## src/rtl/inv_key_exp.sv

```systemverilog
// Inverse AES key expansion: reconstructs round key N-1 from round key N, byte-serial, external S-box.
// Optional INV_KEY_RCON_TABLE_EN derives Rcon from the round port instead of the rcon port.
module inv_key_exp (
  input  logic       clk,
  input  logic       rst_n,
  input  logic [7:0] din,
  input  logic       enable_din,
  input  logic [7:0] rcon,
  input  logic [3:0] round,
  output logic [7:0] addr_out,
  output logic       enable_sbox,
  input  logic [7:0] sbox_in,
  input  logic       round_complete,
  output logic [7:0] dout,
  output logic       enable_out,
  output logic       busy
);

  // state | meaning
  // LOAD  | collect 16 key bytes (row-major) on enable_din
  // XOR   | columns 1..3 of the previous key from adjacent-column XOR
  // SBOX  | four RotWord lookups issued, results captured one cycle later
  // COL0  | column 0 from SubWord result and Rcon
  // WAIT  | hold the result until round_complete
  // OUT   | stream 16 bytes on dout
  typedef enum logic [2:0] {S_LOAD, S_XOR, S_SBOX, S_COL0, S_WAIT, S_OUT} state_t;

  state_t     state_q, state_d;
  logic [3:0] cnt_q, cnt_d;
  logic [7:0] key_q  [16];
  logic [7:0] key_d  [16];
  logic [7:0] prev_q [16];
  logic [7:0] prev_d [16];
  logic [7:0] sub_q  [4];
  logic [7:0] sub_d  [4];
  logic [7:0] addr_q, addr_d;
  logic [7:0] dout_q, dout_d;
  logic       en_sbox_q, en_sbox_d;
  logic       en_out_q, en_out_d;
  logic       busy_q, busy_d;
  logic [7:0] rcon_int;
  logic [1:0] nrow;

`ifdef INV_KEY_RCON_TABLE_EN
  logic unused_rcon;
  assign unused_rcon = ^rcon;

  always_comb begin
    rcon_int = 8'h00;
    case (round)
      4'd1:    rcon_int = 8'h01;
      4'd2:    rcon_int = 8'h02;
      4'd3:    rcon_int = 8'h04;
      4'd4:    rcon_int = 8'h08;
      4'd5:    rcon_int = 8'h10;
      4'd6:    rcon_int = 8'h20;
      4'd7:    rcon_int = 8'h40;
      4'd8:    rcon_int = 8'h80;
      4'd9:    rcon_int = 8'h1b;
      4'd10:   rcon_int = 8'h36;
      default: rcon_int = 8'h00;
    endcase
  end
`else
  logic unused_round;
  assign unused_round = ^round;
  assign rcon_int     = rcon;
`endif

  // Lookup k+1 targets word 3 of row (k+2) mod 4, giving the RotWord order.
  assign nrow = cnt_q[1:0] + 2'd2;

  always_comb begin
    state_d   = state_q;
    cnt_d     = cnt_q;
    key_d     = key_q;
    prev_d    = prev_q;
    sub_d     = sub_q;
    addr_d    = addr_q;
    dout_d    = dout_q;
    en_sbox_d = 1'b0;
    en_out_d  = 1'b0;
    unique case (state_q)
      S_LOAD: begin
        if (enable_din) begin
          key_d[cnt_q] = din;
          cnt_d        = cnt_q + 4'd1;
          if (cnt_q == 4'd15) state_d = S_XOR;
        end
      end
      S_XOR: begin
        for (int r = 0; r < 4; r++) begin
          for (int c = 1; c < 4; c++) begin
            prev_d[4*r+c] = key_q[4*r+c] ^ key_q[4*r+c-1];
          end
        end
        addr_d    = key_q[7] ^ key_q[6];
        en_sbox_d = 1'b1;
        cnt_d     = 4'd0;
        state_d   = S_SBOX;
      end
      S_SBOX: begin
        if (cnt_q != 4'd0) sub_d[cnt_q[1:0] - 2'd1] = sbox_in;
        if (cnt_q < 4'd3) begin
          en_sbox_d = 1'b1;
          addr_d    = prev_q[{nrow, 2'b11}];
        end
        if (cnt_q == 4'd4) begin
          cnt_d   = 4'd0;
          state_d = S_COL0;
        end else begin
          cnt_d = cnt_q + 4'd1;
        end
      end
      S_COL0: begin
        for (int r = 0; r < 4; r++) begin
          prev_d[4*r] = key_q[4*r] ^ sub_q[r];
        end
        prev_d[0] = key_q[0] ^ sub_q[0] ^ rcon_int;
        state_d   = S_WAIT;
      end
      S_WAIT: begin
        if (round_complete) begin
          en_out_d = 1'b1;
          dout_d   = prev_q[0];
          cnt_d    = 4'd0;
          state_d  = S_OUT;
        end
      end
      S_OUT: begin
        if (cnt_q == 4'd15) begin
          cnt_d   = 4'd0;
          state_d = S_LOAD;
        end else begin
          en_out_d = 1'b1;
          dout_d   = prev_q[cnt_q + 4'd1];
          cnt_d    = cnt_q + 4'd1;
        end
      end
      default: begin
        cnt_d   = 4'd0;
        state_d = S_LOAD;
      end
    endcase
    busy_d = (state_d != S_LOAD);
  end

  always_ff @(posedge clk or negedge rst_n) begin
    if (!rst_n) begin
      state_q   <= S_LOAD;
      cnt_q     <= 4'd0;
      addr_q    <= 8'h00;
      dout_q    <= 8'h00;
      en_sbox_q <= 1'b0;
      en_out_q  <= 1'b0;
      busy_q    <= 1'b0;
    end else begin
      state_q   <= state_d;
      cnt_q     <= cnt_d;
      addr_q    <= addr_d;
      dout_q    <= dout_d;
      en_sbox_q <= en_sbox_d;
      en_out_q  <= en_out_d;
      busy_q    <= busy_d;
    end
  end

  // Key storage carries no reset; a reset restarts the load counter instead.
  always_ff @(posedge clk) begin
    key_q  <= key_d;
    prev_q <= prev_d;
    sub_q  <= sub_d;
  end

  assign addr_out    = addr_q;
  assign enable_sbox = en_sbox_q;
  assign dout        = dout_q;
  assign enable_out  = en_out_q;
  assign busy        = busy_q;

endmodule
```

## config.mk

```make
export PLATFORM = sky130hd
export DESIGN_NAME = inv_key_exp
export DESIGN_NICKNAME = d
export VERILOG_FILES = /design/src/rtl/inv_key_exp.sv
export SDC_FILE = /design/constraint.sdc
export NUM_CORES = 1
export LEC_CHECK = 0
export ABC_AREA = 1
export BUFFER_PORTS_ARGS = -buffer_cell sky130_fd_sc_hd__buf_2
export CELL_PAD_IN_SITES_DETAIL_PLACEMENT = 1
export CELL_PAD_IN_SITES_GLOBAL_PLACEMENT = 1
export CORE_MARGIN = 4
export CORE_UTILIZATION = 52
export DETAILED_ROUTE_END_ITERATION = 7
export PLACE_DENSITY_LB_ADDON = 0.1
export SETUP_SLACK_MARGIN = 0.5
export SYNTH_ARGS = -nofsm -noshare
export SYNTH_HDL_FRONTEND = slang
export SYNTH_SLANG_ARGS = --single-unit
```

## constraint.sdc

```tcl
create_clock -name clk -period 7.9 [get_ports clk]
set_input_delay 0.79 -clock clk [delete_from_list [all_inputs] [get_ports clk]]
set_output_delay 0.79 -clock clk [all_outputs]
set_load 0.05 [all_outputs]
```

==> run summary, run 1 <==
The count of buffers added on input and output ports is 46. Across the whole layout, storage elements account for 0.009300 mm^2. After clock tree synthesis, the clock-pin slew on the worst setup and hold paths is 0.06 ns. The logs give 17.06% for the remaining max-slew budget at the tightest pin and 0.51 ns for the clock latency on the worst-skew pair.

Leaving out fill and tap cells, the most frequent cells in the layout are edfxtp_1 (288), nand2_1 (223), xor2_1 (113). After technology mapping, the gate count stands at 990. CTS built an H-tree with a depth of 2. Number of enable flip-flop cells after synthesis: 288. Once detail routing completed, the nets flagged for antenna violations numbered 0. Before CTS, the worst setup slack after placement is 3.613 ns. The Yosys step of the flow raised 0 warnings. The reg2reg setup slack came out at 3.57 ns. The tools report the setup-violating endpoint count in the final report as 0. Ranked by total cell area, the synthesized netlist is headed by edfxtp_1 (67%), xor2_1 (7.6%), nand2_1 (6.5%). The final layout net count came out at 1098.

For the final setup slack of the worst path, the log shows 3.574 ns. From synthesis to final layout, the design area changed by 12.84%. The total die area came out at 0.02750 mm^2. The aggregate negative setup slack was 0 ns.

The fraction of the yosys area taken by sequential cells was 71.79%; the horizontal extent of the die was 165.8 um. Number of cell rows: 57. The synthesized design spends more area on one cell type than any other, namely edfxtp_1. The flow ran to the end, and the final reports show no timing, DRC or antenna violations. The tools report the initial antenna violation count as 1. Among all flip-flop cells after synthesis, the most frequent one is edfxtp_1.

Setup repair after global routing left no endpoint under its margin. The routed via count divided by cell count came out at 5.550. For the total leakage power, the log shows 5.596 nW. The run gives 0.8145 as the global placement routability congestion. After synthesis the cells add up to 0.01295 mm^2. The highest net fanout along the worst path came out at 33. In this run the power density over the cells is 370.8 mW/mm^2. The critical path start-end classification is flop to flop.

The final max-slew violation count was 0. The path depth of the worst reg2reg path came out at 10. The end of the worst register-to-register path was dout[4]. The worst setup path is captured at a flop. Summing all multi-input logic gate instances after layout gives 0.003199 mm^2.

The tools report the count of different cell masters after synthesis as 30. The run gives 6 as the first-pass iteration count of the detailed router. Wires add up to 33560 um. In this run, synthesis produced a sequential element count of 314.

The hold violation total from the final report is 0, and the number of diodes added for antenna fixing is 0. At the worst endpoint, the arrival time is 4.72 ns. Fill cells in the final layout number 2398. The setup clock skew after layout came out at 0.01690 ns. For this run, the number of standard cells in the final layout without fillers is 1409.

In the routed design, unresolved DRC markers number 0. The leading cell type in the layout, fill and taps excluded is edfxtp_1. In this run the critical register-to-register path is launched from cnt_q[1].

The final critical path takes up 54.75% of the cycle. The root buffer cell chosen for the clock tree is clkbuf_16. The transition time at the pin with the least slew margin works out to 1.239 ns. The total congestion overflow is 0, and the maximum number of buffers from clock root to sink is 3. The tightest hold margin came out at 0.3536 ns. In this run, post-CTS repair resized a total of 0 instances. The tools report the number of buffers inserted by post-CTS setup repair as 0.

The routed layout has 7820 vias. For the hold buffer count at CTS, the log shows 0. STA classifies the critical path startpoint as a flop. The first global-routing pass estimated 50360 um of wire. The path type of the worst min-delay path was primary input to asynchronous set/reset pin.

Counting every net in the synthesized netlist gives 1027. In the final layout, the share of cells above drive strength 1 is 12.07%. Number of buffers inserted during clock tree synthesis: 34. The effective utilization at floorplan was 53.11%; the synthesized area divided by synthesized cell count was 13.08 um^2. After synthesis, the share of flip-flops with an asynchronous set or reset is 8.280%. The clock period could shrink to 4.326 ns. The max-capacitance violation count is 0. The violation count after the first detailed-routing iteration came out at 783.

The tools report the final HPWL from detailed placement as 21040 um. Total power for the finished layout comes to 0.005420 W. The tools report the critical path required time as 8.29 ns. Portion of synthesized cell area occupied by the leading cell type: 66.76%. For the area inside the core boundary, the log shows 0.02439 mm^2. The maximum number of pins on one net before global-route repair came out at 82. The average routed wire per standard cell works out to 23.82 um. The combined global-route utilization of all metal layers is 24.51%, and the number of global-route vias before repair is 8330. Counting tap cells, the placed design contains a total of 1349 instances. The tools report the number of clock sinks as 314. The tools report the maximum ir drop on the vdd rail as 0.3390 mV. The achievable frequency came out at 231.2 MHz.

I/O pin count: 51. The floorplan step set the die height to 165.8 um. TritonCTS built the clock tree.
==> worst max path at each step <==
stage,from,slack (ns),end
floorplan,state_q[2],2.72,addr_out[0]
global placement,cnt_q[1],3.69,dout[3]
detailed placement,cnt_q[1],3.61,dout[3]
CTS,cnt_q[1],3.61,dout[3]
global route,cnt_q[1],3.44,dout[3]
finish,cnt_q[1],3.57,dout[4]
==> stage by stage <==
| step | instance area [um^2] | utilization [%] |
|---|---|---|
| 6_report | 14620 | 59.93 |
| 5_1_grt | 14620 | 59.93 |
| 4_1_cts | 14610 | 59.91 |
| 3_5_place_dp | 13570 | 55.65 |
| 3_3_place_gp | 13570 | 55.65 |
| 2_1_floorplan | 12950 | - |
==> worst max-delay path, cell delays in order, from the launching register on <==
cell and delay (ns):
dfrtp_1 0.60, inv_1 0.47, ha_2 1.12, clkinv_1 0.80, buf_4 0.50, nand2_1 0.12, nand3_1 0.22, nand3_1 0.16
nand3_1 0.09, nand2_1 0.08, nand2_1 0.05
==> Yosys cell counts, types with 6 or more instances <==
cell type  number
a21oi_1        16
buf_2          18
dfrtp_1        26
edfxtp_1      288
inv_1          71
inv_2           7
nand2_1       223
nand3_1       106
nor2_1         32
nor3_1          7
o211ai_1       11
o21a_1          8
o21ai_0         6
xnor2_1        23
xor2_1        113
==> sequential cells by signal, summed over array words and instances, names as in the netlist, 3 cells and up <==
signal    count
addr_out      8
cnt_q         4
dout          8
key_q       128
prev_q      128
state_q       3
sub_q        32
==> report_power, final <==
| part | internal, W | switching [W] |
|---|---|---|
| combinational | 0.000427 | 0.00127 |
| clock | 0.000876 | 0.000611 |
| sequential | 0.00211 | 0.000124 |
| total | 0.00341 | 0.00201 |
==> layer usage <==
layer / global-route usage [%] / part of all wire, % / wire, um / vias to the layer above
met4: 7.030 / 2.8 / 948 / 2
met1: 33.49 / 43 / 14270 / 3959
li1: - / - / - / 3537
met2: 40.00 / 48 / 16000 / 253
met3: 5.546 / 6.9 / 2328 / 69
met5: 0 / 0.039 / 13 / -
==> cells by family (layout without fill, tap and decap cells) <==
kind of cell / after synthesis / count (layout) / share of synthesized area (%)
fa+ha+maj: 5 / 5 / 0.4830
simple gates: 379 / 379 / 12.53
xor+xnor: 136 / 136 / 9.195
flops: 314 / 314 / 71.79
compound gates: 47 / 47 / 2.347
buf+inv: 109 / 204 / 3.661
==> cell type report <==
class | instances | share of cell area (%)
sequential | 314 | 63.63
tap | 324 | 2.774
inverter | 79 | 2.063
multi-input combinational | 567 | 21.89
clock inverter | 10 | 0.5136
timing repair buffer | 65 | 2.551
clock buffer | 50 | 6.583
Note: power is estimated with default switching activity, not from simulation.
==> run 2: changes to the inputs <==
--- a/config.mk
+++ b/config.mk
@@ -5,7 +5,7 @@
 export SDC_FILE = /design/constraint.sdc
 export NUM_CORES = 1
 export LEC_CHECK = 0
-export ABC_AREA = 1
+export ABC_AREA = 0
 export BUFFER_PORTS_ARGS = -buffer_cell sky130_fd_sc_hd__buf_2
 export CELL_PAD_IN_SITES_DETAIL_PLACEMENT = 1
 export CELL_PAD_IN_SITES_GLOBAL_PLACEMENT = 1
==> constraint.sdc (replaced) <==
create_clock -name clk -period 4.2 [get_ports clk]
set_input_delay 0.42 -clock clk [delete_from_list [all_inputs] [get_ports clk]]
set_output_delay 0.42 -clock clk [all_outputs]
set_load 0.05 [all_outputs]
==> run 2 against run 1 <==
  * Final cell count fell by 21%
  * Final area shrank 2.5%
  * Combinational power is 48% higher
  * Clock-buffer cell count shrank 12
  * Wire length decreased by 15%
  * Clock skew increased by 0.0042 ns
  * Maximum frequency increased by 34%
  * Sequential cell count unchanged
  * Non-clock buffer count decreased by 10
  * Largest cell class unchanged
  * Highest routed layer is now met4
==> run summary, run 2 <==
The flow ran to the end, and the final reports show no timing, DRC or antenna violations. TritonCTS built the clock tree. The total leakage power came out at 4.961 nW (was 5.596 nW).

For the combined global-route utilization of all metal layers, the log shows 22.23% (was 24.51%). The count of fill cells added during filler insertion was 2122 (was 2398); the violation count after the first detailed-routing iteration was 572 (was 783). The power density relative to cell area was 684.7 mW/mm^2 (was 370.8 mW/mm^2).

Biggest area consumer among synthesized cells: edfxtp_1 (unchanged). The horizontal extent of the die came out at 163.4 um (was 165.8 um). Final HPWL from detailed placement: 19360 um (was 21040 um).

Chain of cells forming the critical path: buf_4, nand3_1, xor2_1, a221oi_1, a22oi_1, a21oi_1 (was inv_1, ha_2, clkinv_1, buf_4, nand2_1, nand3_1, nand3_1, nand3_1, nand2_1, nand2_1). The switching power as a share of total power came out at 32.55% (was 37.06%). The shortest period the worst path allows is 3.217 ns (was 4.326 ns).

The tools report the number of diodes added for antenna fixing as 0 (unchanged). The path depth of the worst reg2reg path works out to 6 (was 10). The maximum number of pins on one net before global-route repair is 59 (was 82). The I/O pin count came out at 51 (unchanged). The transition time at the pin with the least slew margin came out at 1.164 ns (was 1.239 ns). Number of enable flip-flop cells after synthesis: 288 (unchanged). The capturing element type of the critical path was a flop (unchanged).

The cell type group with the largest total delay on the critical path was XOR/XNOR gates (was buffers and inverters). Cells taking the most area after synthesis: edfxtp_1 (69%), xor2_1 (8.5%), dfrtp_1 (5.2%) (was edfxtp_1 (67%), xor2_1 (7.6%), nand2_1 (6.5%)). The tools report the final max-slew violation count as 0 (unchanged). The average routed wire per standard cell works out to 25.57 um (was 23.82 um).

The number of standard cells after synthesis is 707 (was 990). The flip-flop and latch count after synthesis was 314 (unchanged); the overall power was 0.009754 W (was 0.005420 W). The logs give 5 (was 6) for the first-pass iteration count of the detailed router and 0.02669 mm^2 (was 0.02750 mm^2) for the total die area. The worst path buffer plus inverter count is 1 (was 3). The most frequent cell after synthesis is edfxtp_1 (unchanged).

Area growth from synthesis to layout: 13.50% (was 12.84%). The share of synthesized registers carrying an async set or reset works out to 8.280% (unchanged). The number of buffers inserted during clock tree synthesis came out at 34 (unchanged). Leading cell type in the layout, fill and taps excluded: edfxtp_1 (unchanged). The tools report the fraction of the yosys area taken by sequential cells as 74.09% (was 71.79%). The portion of the clock cycle consumed by the worst path in the final layout was 76.60% (was 54.75%); the aggregate negative setup slack was 0 ns (unchanged). The synthesized netlist net count came out at 744 (was 1027). Path type of the worst min-delay path: primary input to flop (was primary input to asynchronous set/reset pin).

Tightest hold margin: 0.1336 ns (was 0.3536 ns). The run gives 0 (unchanged) as the hold violation total from the final report. Area inside the core boundary: 0.02361 mm^2 (was 0.02439 mm^2). For the final setup slack of the worst path, the log shows 0.9827 ns (was 3.574 ns). Portion of synthesized cell area occupied by the leading cell type: 68.91% (was 66.76%). Root buffer cell: clkbuf_16 (unchanged). The logs give 56 (was 57) for the number of cell rows and 0.7604 (was 0.8145) for the global placement routability congestion.

The tools report the achievable frequency as 310.8 MHz (was 231.2 MHz). The share of total power in combinational logic is 25.9% (was 31.4%). Maximum number of buffers from clock root to sink: 3 (unchanged). The number of global-route vias before repair is 6949 (was 8330). The number of buffers added on ports was 46 (unchanged).

Post-synth top cells: edfxtp_1 (288), xor2_1 (122), mux2i_1 (37) (was edfxtp_1 (288), nand2_1 (223), xor2_1 (113)). The most instantiated flip-flop cell in the synthesis netlist is edfxtp_1 (unchanged). The setup clock skew after layout was 0.02107 ns (was 0.01690 ns); the H-tree level count was 2 (unchanged).

Type of element launching the critical path: a flop (unchanged). The run gives 0.003175 W (was 0.002009 W) as the power dissipated by switching net loads. The highest net fanout along the worst path was 34 (was 33); the power share of the clock group was 29.9% (was 27.4%). The setup slack at placement is 1.100 ns (was 3.613 ns), and the die height is 163.4 um (was 165.8 um). The max-capacitance violation count was 0 (unchanged). The number of buffers inserted by post-CTS setup repair was 0 (unchanged); the sequential cell fraction of total power was 44.2% (was 41.2%). The synthesized area divided by synthesized cell count was 17.75 um^2 (was 13.08 um^2); the number of antenna-violating nets in the routed design was 0 (unchanged). Share of layout cells above drive strength 1: 17.54% (was 12.07%).

The critical path depth came out at 6 (was 10). Critical path start-end classification: flop to flop (unchanged). The number of clock sinks was 314 (unchanged); the total congestion overflow was 0 (unchanged). For the utilization of the core after routing, the log shows 60.33% (was 59.93%).

Remaining max-slew budget at the tightest pin: 22.10% (was 17.06%). Registers with the most flip-flops: key_q: 128 flops, prev_q: 128 flops, sub_q: 32 flops (unchanged). The final routed wirelength across all metal layers is 28570 um (was 33560 um), and the final layout net count is 812 (was 1098). For the signal arrival time at the worst endpoint, the log shows 3.59 ns (was 4.72 ns).

For the wire length of the first global-routing pass, the log shows 42960 um (was 50360 um). The number of cells traversed by the worst hold path came out at 1. Commonest cells after routing, fill and taps aside: edfxtp_1 (288), xor2_1 (122), buf_2 (46) (was edfxtp_1 (288), nand2_1 (223), xor2_1 (113)).

The count of different cell masters after synthesis was 49 (was 30). The logs give 0.52 ns (was 0.51 ns) for the clock latency on the worst-skew pair and 53.15% (was 53.11%) for the effective utilization at floorplan. Setup repair after global routing left no endpoint under its margin. The detailed-route DRC error count is 0 (unchanged), and the via count is 6311 (was 7820). The routed via count divided by cell count works out to 5.650 (was 5.550).

Clock-pin slew on the worst setup and hold paths: 0.06 ns (about the same). The setup-violating endpoint count in the final report was 0 (unchanged). The count of synthesis-stage warnings from yosys came out at 0 (unchanged). The logs give 4.58 ns (was 8.29 ns) for the critical path required time and 0.4737 mV (was 0.3390 mV) for the maximum ir drop on the vdd rail. The initial antenna violation count came out at 0 (was 1). The internal power of the cells was 0.006579 W (was 0.003411 W); the delay of the slowest critical-path stage was 0.80 ns (was 1.12 ns). Slowest cell on the critical path: xor2_1 (was ha_2). The netlist area before placement is 0.01255 mm^2 (was 0.01295 mm^2).
[run 2: layer usage]
metal / track usage (%) / wire [um] / vias up
li1: - / - / 2809
met1: 28.64 / 11470 / 3275
met2: 38.21 / 14810 / 168
met3: 3.835 / 1366 / 59
met4: 8.273 / 917 / 0
met5: 0 / 0 / -
[run 2: area by class of cell]
cell class                 count  area, um^2  share of cell area [%]
tap                          319       399.1                   2.802
sequential                   314        9303                   65.31
multi-input combinational    365        3134                   22.00
clock buffer                  38       865.8                   6.078
inverter                       5       18.77                  0.1318
clock inverter                21       224.0                   1.572
timing repair buffer          55       300.3                   2.108
[run 2: worst register-to-register path, cell delays in order (launching register included)]
cell	delay, ns
dfrtp_4	0.78
buf_4	0.64
nand3_1	0.20
xor2_1	0.80
a221oi_1	0.15
a22oi_1	0.38
a21oi_1	0.12
[run 2: cell families after synthesis]
| group | after synthesis | share of synthesized area (%) |
|---|---|---|
| simple gates | 83 | 3.110 |
| xor+xnor | 138 | 9.630 |
| mux | 62 | 7.437 |
| buf+inv | 28 | 1.097 |
| flops | 314 | 74.09 |
| compound gates | 77 | 4.137 |
| fa+ha+maj | 5 | 0.4985 |
[run 2: power by group through the flow]
stage          sequential (W)  combinational (W)  clock, W
2_1_floorplan         0.00446            0.00162         0
3_3_place_gp          0.00435            0.00245         0
3_5_place_dp          0.00438            0.00251         0
4_1_cts               0.00432            0.00254   0.00298
5_1_grt               0.00436            0.00269   0.00314
6_report              0.00431            0.00252   0.00292
[run 2: final timing paths]
kind / from / slack, ns / endpoint
worst max register to register: cnt_q[0] / 0.98 / dout[2]
worst max-delay path: cnt_q[0] / 0.98 / dout[2]
worst min register to register: addr_out[4] / 0.52 / addr_out[4]
max in group asynchronous: rst_n / 3.23 / cnt_q[0]
min in group asynchronous: rst_n / 0.48 / state_q[0]
worst min-delay path: sbox_in[6] / 0.13 / sub_q[30]
[run 2: what timing repair did]
item	CTS	global route
hold endpoints to repair	26	0
hold buffers	1	0
resized for setup	0	0
[run 2: stage by stage]
step           area, um^2  cells
6_report            14240   1117
5_1_grt             14240   1117
4_1_cts             14240   1117
3_5_place_dp        13150   1057
3_3_place_gp        13150   1057
2_1_floorplan       12550    707
